===== config.mk =====
export PLATFORM = sky130hd
export DESIGN_NAME = gemm_tile_sequencer
export DESIGN_NICKNAME = d
export VERILOG_FILES = /design/src/rtl/gemm_tile_sequencer_pkg.sv /design/src/rtl/gemm_tile_sequencer_counter.sv /design/src/rtl/gemm_tile_sequencer.sv
export SDC_FILE = /design/constraint.sdc
export NUM_CORES = 1
export LEC_CHECK = 0
export ABC_AREA = 1
export ABC_CLOCK_PERIOD_IN_PS = 3200
export CAP_MARGIN = 20
export CORE_MARGIN = 4
export CORE_UTILIZATION = 29
export CTS_CLUSTER_SIZE = 24
export DETAILED_ROUTE_END_ITERATION = 7
export MAX_ROUTING_LAYER = met4
export SLEW_MARGIN = 30
export SYNTH_ARGS = -nofsm -noshare
export SYNTH_HDL_FRONTEND = slang
export SYNTH_SLANG_ARGS = --single-unit

===== constraint.sdc =====
create_clock -name clk -period 3.2 [get_ports clk]
set_clock_uncertainty 0.2 [all_clocks]
set_input_delay 0.8 -clock clk [delete_from_list [all_inputs] [get_ports clk]]
set_output_delay 0.8 -clock clk [all_outputs]
set_load 0.005 [all_outputs]

===== src/rtl/gemm_tile_sequencer_pkg.sv =====
// Shared constants and types for the GEMM tile sequencer.
// Defaults mirror the systolic array geometry, input buffer depth and bias width.
package gemm_tile_sequencer_pkg;

  localparam int unsigned SYS_ROWS_DEF = 4;   // sys_rows
  localparam int unsigned SYS_COLS_DEF = 2;   // sys_cols
  localparam int unsigned M_TILE_DEF   = 16;  // input_buffer_depth
  localparam int unsigned DIM_W_DEF    = 8;   // bias width

  typedef enum logic [1:0] {
    IDLE,
    ISSUE,
    DONE
  } seq_state_e;

  typedef struct packed {
    logic [DIM_W_DEF-1:0] m_off;
    logic [DIM_W_DEF-1:0] k_off;
    logic [DIM_W_DEF-1:0] n_off;
    logic [DIM_W_DEF-1:0] m_len;
    logic [DIM_W_DEF-1:0] k_len;
    logic [DIM_W_DEF-1:0] n_len;
    logic                 first_k;
    logic                 last_k;
  } tile_desc_t;

endpackage


===== src/rtl/gemm_tile_sequencer_counter.sv =====
// One tiling dimension: offset register stepping by STEP, clipped length and last flag.
// Counters chain through carry so the inner dimension wraps into the next one.
module tile_dim_counter #(
  parameter int unsigned STEP  = 4,
  parameter int unsigned DIM_W = 8
) (
  input  logic             clk,
  input  logic             rst_n,
  input  logic             clr,
  input  logic             inc,
  input  logic [DIM_W-1:0] dim,
  output logic [DIM_W-1:0] off,
  output logic [DIM_W-1:0] len,
  output logic             last,
  output logic             carry
);

  localparam logic [DIM_W:0] STEP_W = (DIM_W+1)'(STEP);

  logic [DIM_W:0] remain;
  logic [DIM_W:0] next_off;

  // One extra bit so off+STEP past the dimension never wraps back below it.
  assign remain   = {1'b0, dim} - {1'b0, off};
  assign next_off = {1'b0, off} + STEP_W;
  assign last     = (next_off >= {1'b0, dim});
  assign len      = (remain > STEP_W) ? DIM_W'(STEP) : remain[DIM_W-1:0];
  assign carry    = inc && last;

  always_ff @(posedge clk or negedge rst_n) begin
    if (!rst_n) begin
      off <= '0;
    end else if (clr) begin
      off <= '0;
    end else if (inc) begin
      off <= last ? '0 : next_off[DIM_W-1:0];
    end
  end

endmodule


===== src/rtl/gemm_tile_sequencer.sv =====
// Runtime-configurable GEMM tiling engine: walks an (M,K,N) job as n-outer, m-middle,
// k-inner tiles and hands one descriptor per handshake to the array controller.
module gemm_tile_sequencer
  import gemm_tile_sequencer_pkg::*;
#(
  parameter int unsigned SYS_ROWS = SYS_ROWS_DEF,
  parameter int unsigned SYS_COLS = SYS_COLS_DEF,
  parameter int unsigned M_TILE   = M_TILE_DEF,
  parameter int unsigned DIM_W    = DIM_W_DEF
) (
  input  logic             clk,
  input  logic             rst_n,
  input  logic             cfg_valid,
  output logic             cfg_ready,
  input  logic [DIM_W-1:0] cfg_m,
  input  logic [DIM_W-1:0] cfg_k,
  input  logic [DIM_W-1:0] cfg_n,
  input  logic             abort,
  output logic             tile_valid,
  input  logic             tile_ready,
  output logic [DIM_W-1:0] tile_m_off,
  output logic [DIM_W-1:0] tile_k_off,
  output logic [DIM_W-1:0] tile_n_off,
  output logic [DIM_W-1:0] tile_m_len,
  output logic [DIM_W-1:0] tile_k_len,
  output logic [DIM_W-1:0] tile_n_len,
  output logic             tile_first_k,
  output logic             tile_last_k,
  output logic             busy,
  output logic             done,
  output logic             err
);

  seq_state_e state, state_nx;

  logic [DIM_W-1:0] m_dim, k_dim, n_dim;
  logic [DIM_W-1:0] m_off, k_off, n_off;
  logic [DIM_W-1:0] m_len, k_len, n_len;
  logic             m_last, k_last, n_last;
  logic             m_carry, k_carry, n_carry;
  logic             cfg_zero, accept, hs, err_q;
  tile_desc_t       desc;

  assign cfg_zero   = (cfg_m == '0) || (cfg_k == '0) || (cfg_n == '0);
  assign accept     = (state == IDLE) && cfg_valid && !cfg_zero;
  assign tile_valid = (state == ISSUE);
  assign hs         = tile_valid && tile_ready;

  tile_dim_counter #(.STEP(SYS_ROWS), .DIM_W(DIM_W)) u_k (
    .clk(clk), .rst_n(rst_n), .clr(accept), .inc(hs), .dim(k_dim),
    .off(k_off), .len(k_len), .last(k_last), .carry(k_carry)
  );

  tile_dim_counter #(.STEP(M_TILE), .DIM_W(DIM_W)) u_m (
    .clk(clk), .rst_n(rst_n), .clr(accept), .inc(k_carry), .dim(m_dim),
    .off(m_off), .len(m_len), .last(m_last), .carry(m_carry)
  );

  tile_dim_counter #(.STEP(SYS_COLS), .DIM_W(DIM_W)) u_n (
    .clk(clk), .rst_n(rst_n), .clr(accept), .inc(m_carry), .dim(n_dim),
    .off(n_off), .len(n_len), .last(n_last), .carry(n_carry)
  );

  always_ff @(posedge clk or negedge rst_n) begin
    if (!rst_n) begin
      state <= IDLE;
      m_dim <= '0;
      k_dim <= '0;
      n_dim <= '0;
      err_q <= 1'b0;
    end else begin
      state <= state_nx;
      err_q <= (state == IDLE) && cfg_valid && cfg_zero;
      if (accept) begin
        m_dim <= cfg_m;
        k_dim <= cfg_k;
        n_dim <= cfg_n;
      end
    end
  end

  // Abort wins over the final handshake, so an aborted job never reports done.
  always_comb begin
    state_nx = state;
    unique case (state)
      IDLE:    if (accept) state_nx = ISSUE;
      ISSUE: begin
        if (abort)        state_nx = IDLE;
        else if (n_carry) state_nx = DONE;
      end
      DONE:    state_nx = IDLE;
      default: state_nx = IDLE;
    endcase
  end

  // Descriptor is zeroed whenever no tile is being offered.
  always_comb begin
    desc = '0;
    if (tile_valid) begin
      desc.m_off   = DIM_W_DEF'(m_off);
      desc.k_off   = DIM_W_DEF'(k_off);
      desc.n_off   = DIM_W_DEF'(n_off);
      desc.m_len   = DIM_W_DEF'(m_len);
      desc.k_len   = DIM_W_DEF'(k_len);
      desc.n_len   = DIM_W_DEF'(n_len);
      desc.first_k = (k_off == '0);
      desc.last_k  = k_last;
    end
  end

  assign tile_m_off   = DIM_W'(desc.m_off);
  assign tile_k_off   = DIM_W'(desc.k_off);
  assign tile_n_off   = DIM_W'(desc.n_off);
  assign tile_m_len   = DIM_W'(desc.m_len);
  assign tile_k_len   = DIM_W'(desc.k_len);
  assign tile_n_len   = DIM_W'(desc.n_len);
  assign tile_first_k = desc.first_k;
  assign tile_last_k  = desc.last_k;

  assign cfg_ready = (state == IDLE);
  assign busy      = (state != IDLE);
  assign done      = (state == DONE);
  assign err       = err_q;

endmodule


Word level (Yosys, flattened, before mapping)
Index checks and enable logic that the tools add are counted.
{"block": "word_totals", "regBits": 51, "inputBits": 29, "output_inout_bits": 55, "wordCells": 61}
{"block": "op_classes", "addsub": 6, "n_lt_le_gt_ge": 6, "eq_ne": 4, "n_mux": 17, "reduce_logical": 20}
{"operator": "$mux 8", "count": 12}
{"operator": "$mux 50", "count": 1}
{"operator": "$logic_not 8->1", "count": 4}
{"operator": "$ge 9x8->1", "count": 3}
{"operator": "$sub 8x8->9", "count": 3}
{"operator": "$add 8x2->9 const B", "count": 1}
{"operator": "$add 8x3->9 const B", "count": 1}
{"operator": "$add 8x5->9 const B", "count": 1}
{"operator": "$gt 9x2->1 const B", "count": 1}
{"operator": "$gt 9x3->1 const B", "count": 1}
{"operator": "$gt 9x5->1 const B", "count": 1}
{"operator": "$reduce_bool 2->1", "count": 4}
{"operator": "$logic_and 1x1->1", "count": 7}
{"operator": "$mux 2", "count": 3}
{"operator": "$pmux 2 s2", "count": 1}
{"operator": "$ne 3x2->1 const B", "count": 1}
{"operator": "$eq 2x1->1 const B", "count": 1}
{"operator": "$eq 2x2->1 const B", "count": 1}
{"operator": "$logic_not 2->1", "count": 1}
{"operator": "$logic_or 1x1->1", "count": 2}
{"operator": "$ne 2x1->1 const B", "count": 1}
{"operator": "$reduce_and 2->1", "count": 1}
{"operator": "$logic_not 1->1", "count": 1}

Logic depth before layout (Yosys ltp)
{"block": "depth", "word_depth": 8, "depth_mapped": 15, "depth_no_buf": 15}

Modules after synthesis
From an unflattened synthesis, not the netlist that was laid out.
{"block": "hier_totals", "hier_cells": 720, "hier_area_um2": 4580.6}
{"module": "gemm_tile_sequencer", "instances": 1, "cells_per_inst": 254, "area_each_um2": 1657.8, "seq_area_each_um2": 675.6}
{"module": "tile_dim_counter (u_n)", "instances": 1, "cells_per_inst": 187, "area_each_um2": 1166.1, "seq_area_each_um2": 175.2}
{"module": "tile_dim_counter (u_k)", "instances": 1, "cells_per_inst": 166, "area_each_um2": 1038.5, "seq_area_each_um2": 150.1}
{"module": "tile_dim_counter (u_m)", "instances": 1, "cells_per_inst": 113, "area_each_um2": 718.2, "seq_area_each_um2": 100.1}

Least setup slack after synthesis
No wires, ideal clock.
{"block": "synth_path", "kind": "register to output", "start": "register u_k.off[2]", "end": "output port tile_last_k", "arrival_time_ns": 1.640, "required_ns": 2.200, "slack_ns": 0.560, "path_stages_with_launch": 13, "path_buffers": 0, "cell_sequence": "dfrtp_1 ha_1 nand3_1 xor2_1 ha_1 nand2_1 nand2_1 nand3_1 nand2_1 inv_2 nand3_4 nand2_1 inv_1"}
{"block": "synth_between", "elab_chain_len": 3}
{"item": "start: declaration", "line_no": "gemm_tile_sequencer_counter.sv:12", "rtl": "output logic [DIM_W-1:0] off,"}
{"item": "start signal: assignment", "line_no": "gemm_tile_sequencer_counter.sv:36", "rtl": "off <= last ? '0 : next_off[DIM_W-1:0];"}
{"item": "$add 8x3->9", "line_no": "gemm_tile_sequencer_counter.sv:25", "rtl": "assign next_off = {1'b0, off} + STEP_W;"}
{"item": "$ge 9x8->1", "line_no": "gemm_tile_sequencer_counter.sv:26", "rtl": "assign last = (next_off >= {1'b0, dim});"}
{"item": "$mux 50", "line_no": "gemm_tile_sequencer.sv:99", "rtl": "if (tile_valid) begin"}
{"item": "end: declaration", "line_no": "gemm_tile_sequencer.sv:28", "rtl": "output logic tile_last_k,"}
No other way between the ends.

Final worst setup path
{"block": "layout_path", "start": "register u_k.off[3]", "end": "output port tile_last_k"}
Same word-level chain as after synthesis.

==> reports/metrics.yaml <==
status: "finished clean"
final_antenna_net_count: 0
seq_area_sq_um: 1101
vias_per_cell: 4.407
finalSetupViolations: 0
grt_max_degree: 32
nFillCells: 1478
drtPass1Iterations: 6
clk_latency_ns: 0.29
wire_per_inst_um: 12.37
drive_gt1_frac: 0.2086
die_w_um: 127.8
track_usage: 0.1448
worstSetupStartpointType: "register"
hold_class: "reg2reg"
cts_buffer_depth: 2
slowest_delay_ns: 0.42
ys_seq_elements: 44
p_total_mw: 3.447
rsz0062_at_grt: "true"
multi_input_area_sq_um: 2839
worst-setup-path-type: "reg2out"
synth_cell_types: 34
routed-via-count: 4068
synth_xor_area_frac: 0.03369
grt_pass1_wl_um: 18870
min_period_over_period: 0.9863
dp_hpwl_um: 8889
cpMaxStageDelayCell: "dfrtp_1"
dieHeight_um: 127.8
start_util: 0.2973
antenna_found_initial: 0
cp_cell_sequence: "buf_6 > ha_4 > nand3_4 > xor2_2 > ha_1 > nand2_1 > nand2_1 > nand3_2 > nand2_2 > inv_2 > nand3_4 > nand2_4 > inv_1 > clkbuf_2"
hold_path_depth: 2
antenna_cells: 0
yosysTopAreaCell: "dfrtp_1"
cts-buffers-inserted: 5
rows: 43
synthAdderAreaFrac: 0.1312
netlist_instances: 628
slew_headroom: 0.4413
synth_commonest_cells: "nand2_1 (159), inv_1 (116), nor2_1 (63), dfrtp_1 (44), ha_1 (42)"
ys_seq_area_frac: 0.2647
worstSetupStartpoint: "u_k.off[3]"
ir_worst_vdd_uv: 320.0
area_growth_syn_to_layout_pct: 37.82
ios: 84
period_needed_ns: 3.156
synthSimpleGateAreaFrac: 0.3252
place_congestion: 0.8548
clkTransAtPathRegs_ns: 0.06
worst_pin_slew_ns: 0.8372
synthTopCellsByArea: "dfrtp_1 (26%), nand2_1 (14%), ha_1 (13%)"
placed_area_sq_um: 5177
r2r_slack_ns: 0.57
synth.most_common_cell: "nand2_1"
die_area_sq_um: 16320
ys_warn_count: 0
drtIter0Drc: 185
drt-total-wl_um: 11420
final-hold-violation-count: 0
fmax_ghz: 0.3168
drc_errors: 0
grt_overflow: 0
clockRootBuffer: "clkbuf_16"
grt_pass1_vias: 3981
rr_worst_depth: 17
critPathMaxFanout: 3
cp.required_ns: 2.20
hold_path_startpoint: "m_dim[0]"
yosysTopAreaCellShare: 0.2647
synth_top_family_by_area: "simple AND/OR/NAND/NOR gates"
cts_tree: "yes"
async_flop_share: 1.000
finalInstanceArea_sq_um: 5732
finalMaxSlewViolations: 0
power.leakage_nw: 2.975
endpoint_kind: "output pin"
syn_area_sq_um: 4159
p_per_area_nw_per_um2: 601.4
synth_edf_count: 0
drv_cap: 0
cts_sinks: 44
worstPathArrival_ns: 2.16
r2r-end: "state[1]"
synth_compound_area_frac: 0.08664
final_nets: 814
synthMuxAreaShare: 0
syn_area_per_cell_sq_um: 6.623
synth_flop_cell: "dfrtp_1"
coreArea_sq_um: 13990
rr_startpoint: "u_n.off[1]"
io_buffer_count: 62
h-tree-depth: 2
hold_end: "m_dim[0]"
[placed cells by master (no fill, tap or decap), types with 5 or more instances in the layout]
cell / count
a21oi_2: 9
nor2_1: 59
clkdlybuf4s50_1: 50
buf_4: 48
a21oi_1: 15
nand3_1: 32
nand2_2: 18
ha_4: 14
nand2_1: 142
buf_2: 7
clkbuf_16: 5
ha_1: 28
nand4_1: 19
nand3b_1: 5
nand3_2: 6
nor2_2: 6
inv_2: 15
o21ai_0: 33
inv_1: 104
xor2_1: 11
o21ai_1: 5
conb_1: 26
dfrtp_1: 44
[flip-flops by register name, indices dropped and copies added (netlist names)]
name and cells:
k_dim 8, m_dim 8, n_dim 8, u_n.off 7, u_k.off 6, u_m.off 4, state 2, err 1
[worst max path at each step]
| stage | to | slack (ns) |
|---|---|---|
| after floorplan | tile_last_k | 0.56 |
| after global placement | tile_last_k | -0.01 |
| after detailed placement | tile_k_len[0] | -0.01 |
| after CTS | tile_last_k | -0.02 |
| after global routing | tile_k_len[0] | -0.11 |
| final | tile_last_k | 0.04 |
[worst max-delay path, delay by kind of cell, from the launching register on]
| kind | cells | cell delay, ns |
|---|---|---|
| xor+xnor | 1 | 0.17 |
| fa+ha+maj | 2 | 0.45 |
| simple gates | 7 | 0.48 |
| buf+inv | 4 | 0.35 |
| flops | 1 | 0.42 |
[layout make-up]
type                    count  area share
inverters                 119     0.07793
clock buffers               8     0.02554
repair buffers            114      0.1698
flip-flops and latches     44      0.1921
well taps                 180     0.03929
multi-input cells         458      0.4953
[timing repair]
action | 4_1_cts | 5_1_grt
hold buffers | 0 | 0
resized for setup | 54 | 60
buffers inserted | 8 | 5
setup endpoints to repair | 11 | 17
pin swaps | 13 | 34
[layer usage]
metal | vias to the layer above | track usage | share of wire | wire (um)
met5 | - | - | 0 | 0
met4 | 0 | 0.03620 | 0.017 | 193
met3 | 12 | 0.01833 | 0.039 | 443
met2 | 84 | 0.2292 | 0.45 | 5117
met1 | 1831 | 0.1969 | 0.50 | 5664
li1 | 2141 | - | - | -
[metrics by stage]
step                hold WS, ns  cells  setup TNS [ns]  utilization  setup WS [ns]
finish                   0.2887    923               0       0.4098        0.04383
global placement         0.2685    902       -0.009747       0.3701      -0.009747
global route             0.3238    923         -0.6859       0.4098        -0.1086
CTS                      0.2886    918        -0.01559       0.3968       -0.01559
detailed placement       0.2739    902        -0.02799       0.3701       -0.01300
floorplan                0.2530    652               0            -         0.5605
[power by group]
part | switching [mW] | internal (mW) | total, mW
combinational | 1.20 | 0.952 | 2.16
sequential | 0.0975 | 0.658 | 0.756
clock | 0.223 | 0.312 | 0.535
total | 1.52 | 1.92 | 3.45
[cells by family after synthesis]
kind of cell	count (synthesis)
AND/OR/NAND/NOR	305
buffers and inverters	150
AO/OA/AOI/OAI	68
flip-flops	44
adder cells (fa/ha/maj)	43
XOR/XNOR	16
other	2
No activity file was read; power rests on OpenSTA's default activity.
